[src/rtl/ram_port_arbiter.sv]
// Shares the single-port system BRAM between the Z80 bus and a DMA requester.
// CPU has priority; a starvation guard and a lock input let DMA through.
module ram_port_arbiter #(
  parameter int                ADDR_W       = 16,
  parameter int                DATA_W       = 8,
  parameter logic [ADDR_W-1:0] ROM_TOP      = 16'h2000,
  parameter int                STARVE_LIMIT = 4
) (
  input  logic              clk,
  input  logic              reset_n,
  input  logic              cpu_req,
  input  logic              cpu_we,
  input  logic [ADDR_W-1:0] cpu_addr,
  input  logic [DATA_W-1:0] cpu_wdata,
  output logic [DATA_W-1:0] cpu_rdata,
  output logic              cpu_wait_n,
  input  logic              dma_req,
  input  logic              dma_we,
  input  logic [ADDR_W-1:0] dma_addr,
  input  logic [DATA_W-1:0] dma_wdata,
  input  logic              dma_lock,
  output logic              dma_ack,
  output logic [DATA_W-1:0] dma_rdata,
  output logic              dma_rvalid,
  output logic [ADDR_W-1:0] ram_addr,
  output logic              ram_we,
  output logic [DATA_W-1:0] ram_wdata,
  input  logic [DATA_W-1:0] ram_rdata
);

  typedef enum logic [1:0] {
    GNT_NONE = 2'd0,
    GNT_CPU  = 2'd1,
    GNT_DMA  = 2'd2
  } grant_t;

  localparam logic [3:0] LIMIT = 4'(STARVE_LIMIT);

  grant_t      grant_s;
  logic        force_s;
  logic [3:0]  starve_cnt_r;
  logic        dma_rvalid_r;

  // Grant decision: DMA only wins against an active CPU cycle when forced.
  always_comb begin
    force_s = (starve_cnt_r == LIMIT) | dma_lock;
    grant_s = GNT_NONE;
    if (!reset_n) begin
      grant_s = GNT_NONE;
    end else if (dma_req && (!cpu_req || force_s)) begin
      grant_s = GNT_DMA;
    end else if (cpu_req && !dma_lock) begin
      grant_s = GNT_CPU;
    end else begin
      grant_s = GNT_NONE;
    end
  end

  // RAM port mux; CPU writes into the ROM window are dropped but still granted.
  always_comb begin
    ram_addr  = cpu_addr;
    ram_wdata = cpu_wdata;
    ram_we    = 1'b0;
    case (grant_s)
      GNT_DMA: begin
        ram_addr  = dma_addr;
        ram_wdata = dma_wdata;
        ram_we    = dma_we;
      end
      GNT_CPU: begin
        ram_addr  = cpu_addr;
        ram_wdata = cpu_wdata;
        ram_we    = cpu_we & (cpu_addr >= ROM_TOP);
      end
      default: begin
        ram_addr  = cpu_addr;
        ram_wdata = cpu_wdata;
        ram_we    = 1'b0;
      end
    endcase
  end

  assign cpu_wait_n = !reset_n | !(cpu_req & (grant_s != GNT_CPU));
  assign cpu_rdata  = ram_rdata;
  assign dma_ack    = (grant_s == GNT_DMA);
  assign dma_rdata  = ram_rdata;
  // Gated so a read interrupted by reset never reports valid data.
  assign dma_rvalid = dma_rvalid_r & reset_n;

  // Starvation counter and DMA read-valid pipeline stage.
  always_ff @(posedge clk) begin
    if (!reset_n) begin
      starve_cnt_r <= 4'd0;
      dma_rvalid_r <= 1'b0;
    end else begin
      dma_rvalid_r <= (grant_s == GNT_DMA) & !dma_we;
      if ((grant_s == GNT_DMA) || !dma_req) begin
        starve_cnt_r <= 4'd0;
      end else if ((grant_s == GNT_CPU) && (starve_cnt_r < LIMIT)) begin
        starve_cnt_r <= starve_cnt_r + 4'd1;
      end else begin
        starve_cnt_r <= starve_cnt_r;
      end
    end
  end

endmodule

[config.mk]
export PLATFORM = sky130hd
export DESIGN_NAME = ram_port_arbiter
export DESIGN_NICKNAME = d
export VERILOG_FILES = /design/src/rtl/ram_port_arbiter.sv
export SDC_FILE = /design/constraint.sdc
export NUM_CORES = 1
export LEC_CHECK = 0
export CAP_MARGIN = 0
export CORE_MARGIN = 2
export CORE_UTILIZATION = 24
export CTS_CLUSTER_SIZE = 14
export DETAILED_ROUTE_END_ITERATION = 8
export GPL_TIMING_DRIVEN = 0
export PLACE_DENSITY_LB_ADDON = 0.3
export SKIP_LAST_GASP = 1
export SYNTH_ARGS = -nofsm -noshare
export SYNTH_HDL_FRONTEND = slang
export SYNTH_SLANG_ARGS = --single-unit
[constraint.sdc]
create_clock -name clk -period 2 [get_ports clk]
set_input_delay 0.4 -clock clk [delete_from_list [all_inputs] [get_ports clk]]
set_output_delay 0.4 -clock clk [all_outputs]
set_load 0.02 [all_outputs]
==> flow_summary.yaml <==
layout:
  final_layout_size_suffix_gt1_share_pct: 47.4
  layout-area-overhead-vs-synth_pct: 124
  finalNetCount: 258
  finalNonFillerCells: 236
  antennaDiodeCount: 0
  stdcell_area_um2: 1950
floorplan:
  start_util_pct: 25.5
  die_h_um: 64.2
  die-area_um2: 4120
  core-area_um2: 3420
  fp-row-count: 21
  die_x_um: 64.2
  top_level_ports: 107
sta:
  hold_viol_final: 0
  fmax_mhz: 400
  maxSlewViolCount: 0
  fin_crit_ns: 2.50
  finalCritPeriodShare_pct: 125
  worst_slack_ns: -0.500
  rsz0062_at_grt: "true"
  worstMarginPinSlew_ns: 0.299
  whs_ns: 0.548
  finalSetupViolCount: 27
  skew_ns: 0.00467
  max_slew_margin_pct: 79.7
power_and_ir_drop:
  power_frac_seq_pct: 15.5
  ir_drop_mv: 0.230
  p_clk_share_pct: 19.5
  internal_power_uw: 440
  swShare_pct: 32.4
  comb_power_share_pct: 65.0
  p_switching_uw: 211
  p_leak_uw: 0.000861
  p_per_area_nw_per_um2: 334
setup_path:
  critPathKind: "register to output port"
  arrival_ns: 2.10
  crit_fanout: 10
  required_ns: 1.60
  r2r_start: "starve_cnt_r[0]"
  cp-startpoint: "starve_cnt_r[0]"
  end_kind: "output port"
  critPathLaunchType: "register"
global_routing:
  grt_pass1_vias: 961
  grt_start_max_net_pins: 11
  antenna_found_initial: 0
  grt_remaining_overflow: 0
  grt_pass1_wl_mm: 4.25
  track_usage_pct: 12.9
status:
  run_status: "finished with violations"
  violations: "setup timing"
logic_synthesis:
  synthTopCellsByArea: "mux2_4 (40%), buf_4 (14%), dfxtp_1 (12%)"
  synth.avg_cell_area_um2: 10.6
  synth.most_common_cell: "mux2_4"
  yosysUniqueCellTypes: 26
  ys_top_cells_by_count: "mux2_4 (23), buf_4 (16), dfxtp_1 (5)"
  yosysSeqAreaShare_pct: 11.5
  synth_edf_count: 0
  synth_top_area_share_pct: 39.7
  synth_warnings: 0
  synth_seq_cells: 5
  synth_flop_cell: "dfxtp_1"
  syn_nets: 149
  synth_async_sr_flop_share_pct: 0
  syn_inst: 82
  synth_area_um2: 870
  synth_area_leader_cell: "mux2_4"
clock_tree:
  cts_tree: "yes"
  clk_pin_slew_ns: 0.05
  clock_path_buffers: 2
  cts_sinks: 5
  cts_made_buffers: 3
  ctsHoldBuffers: 0
  clock_latency_ns: 0.26
  root_buffer: "clkbuf_4"
  h-tree-depth: 1
min_path:
  hp-start: "starve_cnt_r[3]"
  min_path_type: "register to register"
drt:
  drtIter0Drc: 5
  ant_nets: 0
  drc: 0
  drt-total-wl_mm: 2.87
  post_drt_wl_per_cell_um: 12.2
  route.vias.total: 994
  vias_per_cell: 4.21
  drtPass1Iterations: 4
placement:
  hpwl_mm: 2.39
  gp_congestion: 0.695
  postPlaceCellArea_um2: 1940
  port_buffers: 98
  dpl.cell_count: 226
job:
  drv_cap: 0
[per-stage QoR]
stage | worst slack, ns | utilization, % | power [uW] | setup TNS, ns
CTS | -0.514 | 56.7 | 655 | -12.86
global route | -0.569 | 57.0 | 688 | -14.44
detailed placement | -1.00 | 56.7 | 543 | -26.42
finish | -0.500 | 57.0 | 652 | -12.55
global placement | -0.963 | 56.7 | 539 | -25.21
floorplan | -0.155 | - | 314 | -3.52
[critical path, cell delays in order, from the launching register on]
cell	delay [ns]
dfxtp_2	0.33
inv_2	0.03
ha_2	0.16
and3b_1	0.19
o311a_4	0.32
ha_4	0.20
buf_12	0.16
mux2_4	0.29
buf_4	0.16
[power groups by stage]
stage	sequential (uW)	combinational, uW	clock [uW]
finish	101	424	127
global route	101	446	141
CTS	101	422	132
detailed placement	103	440	0
global placement	103	436	0
floorplan	103	211	0
[kinds of logic (layout without fill, tap and decap cells)]
logic type	after synthesis	in the layout	synth area share (%)
AND/OR/NAND/NOR	18	18	14.8
multiplexers	26	26	43.3
AO/OA/AOI/OAI	5	5	4.60
buffers and inverters	24	132	20.0
flip-flops	5	5	11.5
adder cells (fa/ha/maj)	4	4	5.76
[cell type report]
type                            count  area [um2]
Fill cell                         306        1470
Buffer                             20         186
Clock buffer                        4        26.3
Sequential cell                     5         103
Multi-Input combinational cell     53         634
Inverter                            4        15.0
Tap cell                           46        57.6
Timing Repair Buffer              104         926
[path summary, 6_finish.rpt]
kind                                        end  slack [ns]  depth (start not counted)
worst max-delay path               ram_addr[12]       -0.50                          8
worst min register to register  starve_cnt_r[3]        0.55                          1
worst min-delay path            starve_cnt_r[3]        0.55                          1
worst max register to register  starve_cnt_r[1]        0.12                          8
[registers in the layout (all words and copies together), names as in the netlist]
name / count
starve_cnt_r: 4
dma_rvalid_r: 1
[timing repair]
| item | in CTS | in global routing |
|---|---|---|
| gates cloned | 0 | 0 |
| endpoints found under the setup margin | 28 | 29 |
| resized for setup | 127 | 8 |
| buffers inserted | 6 | 0 |
| pin swaps | 2 | 1 |
[per-layer routing]
| layer | global-route usage (%) | part of all wire (%) | vias to the layer above |
|---|---|---|---|
| li1 | - | - | 495 |
| met4 | 2.39 | 0.28 | 0 |
| met5 | 0 | 0 | - |
| met1 | 13.6 | 37 | 422 |
| met2 | 23.0 | 49 | 74 |
| met3 | 6.69 | 14 | 3 |
[layout by cell type, fill, tap and decap left out, drive strengths merged]
| cell type | netlist | final |
|---|---|---|
| dfxtp | 5 | 5 |
| mux2 | 24 | 24 |
| nand3b | 2 | 2 |
| a211oi | 1 | 1 |
| nand3 | 1 | 1 |
| nor3b | 2 | 2 |
| o311a | 1 | 1 |
| and2 | 1 | 1 |
| mux2i | 2 | 2 |
| nor2b | 1 | 1 |
| inv | 4 | 4 |
| nand4bb | 1 | 1 |
| clkbuf | 0 | 4 |
| o311ai | 2 | 2 |
| buf | 20 | 53 |
| a21oi | 1 | 1 |
| nor2 | 1 | 1 |
| nand4b | 4 | 4 |
| nand2 | 3 | 3 |
| and3 | 1 | 1 |
| and3b | 1 | 1 |
| dlygate4sd2 | 0 | 3 |
| clkdlybuf4s50 | 0 | 68 |
| ha | 4 | 4 |
(Power assumes the default switching activity.)
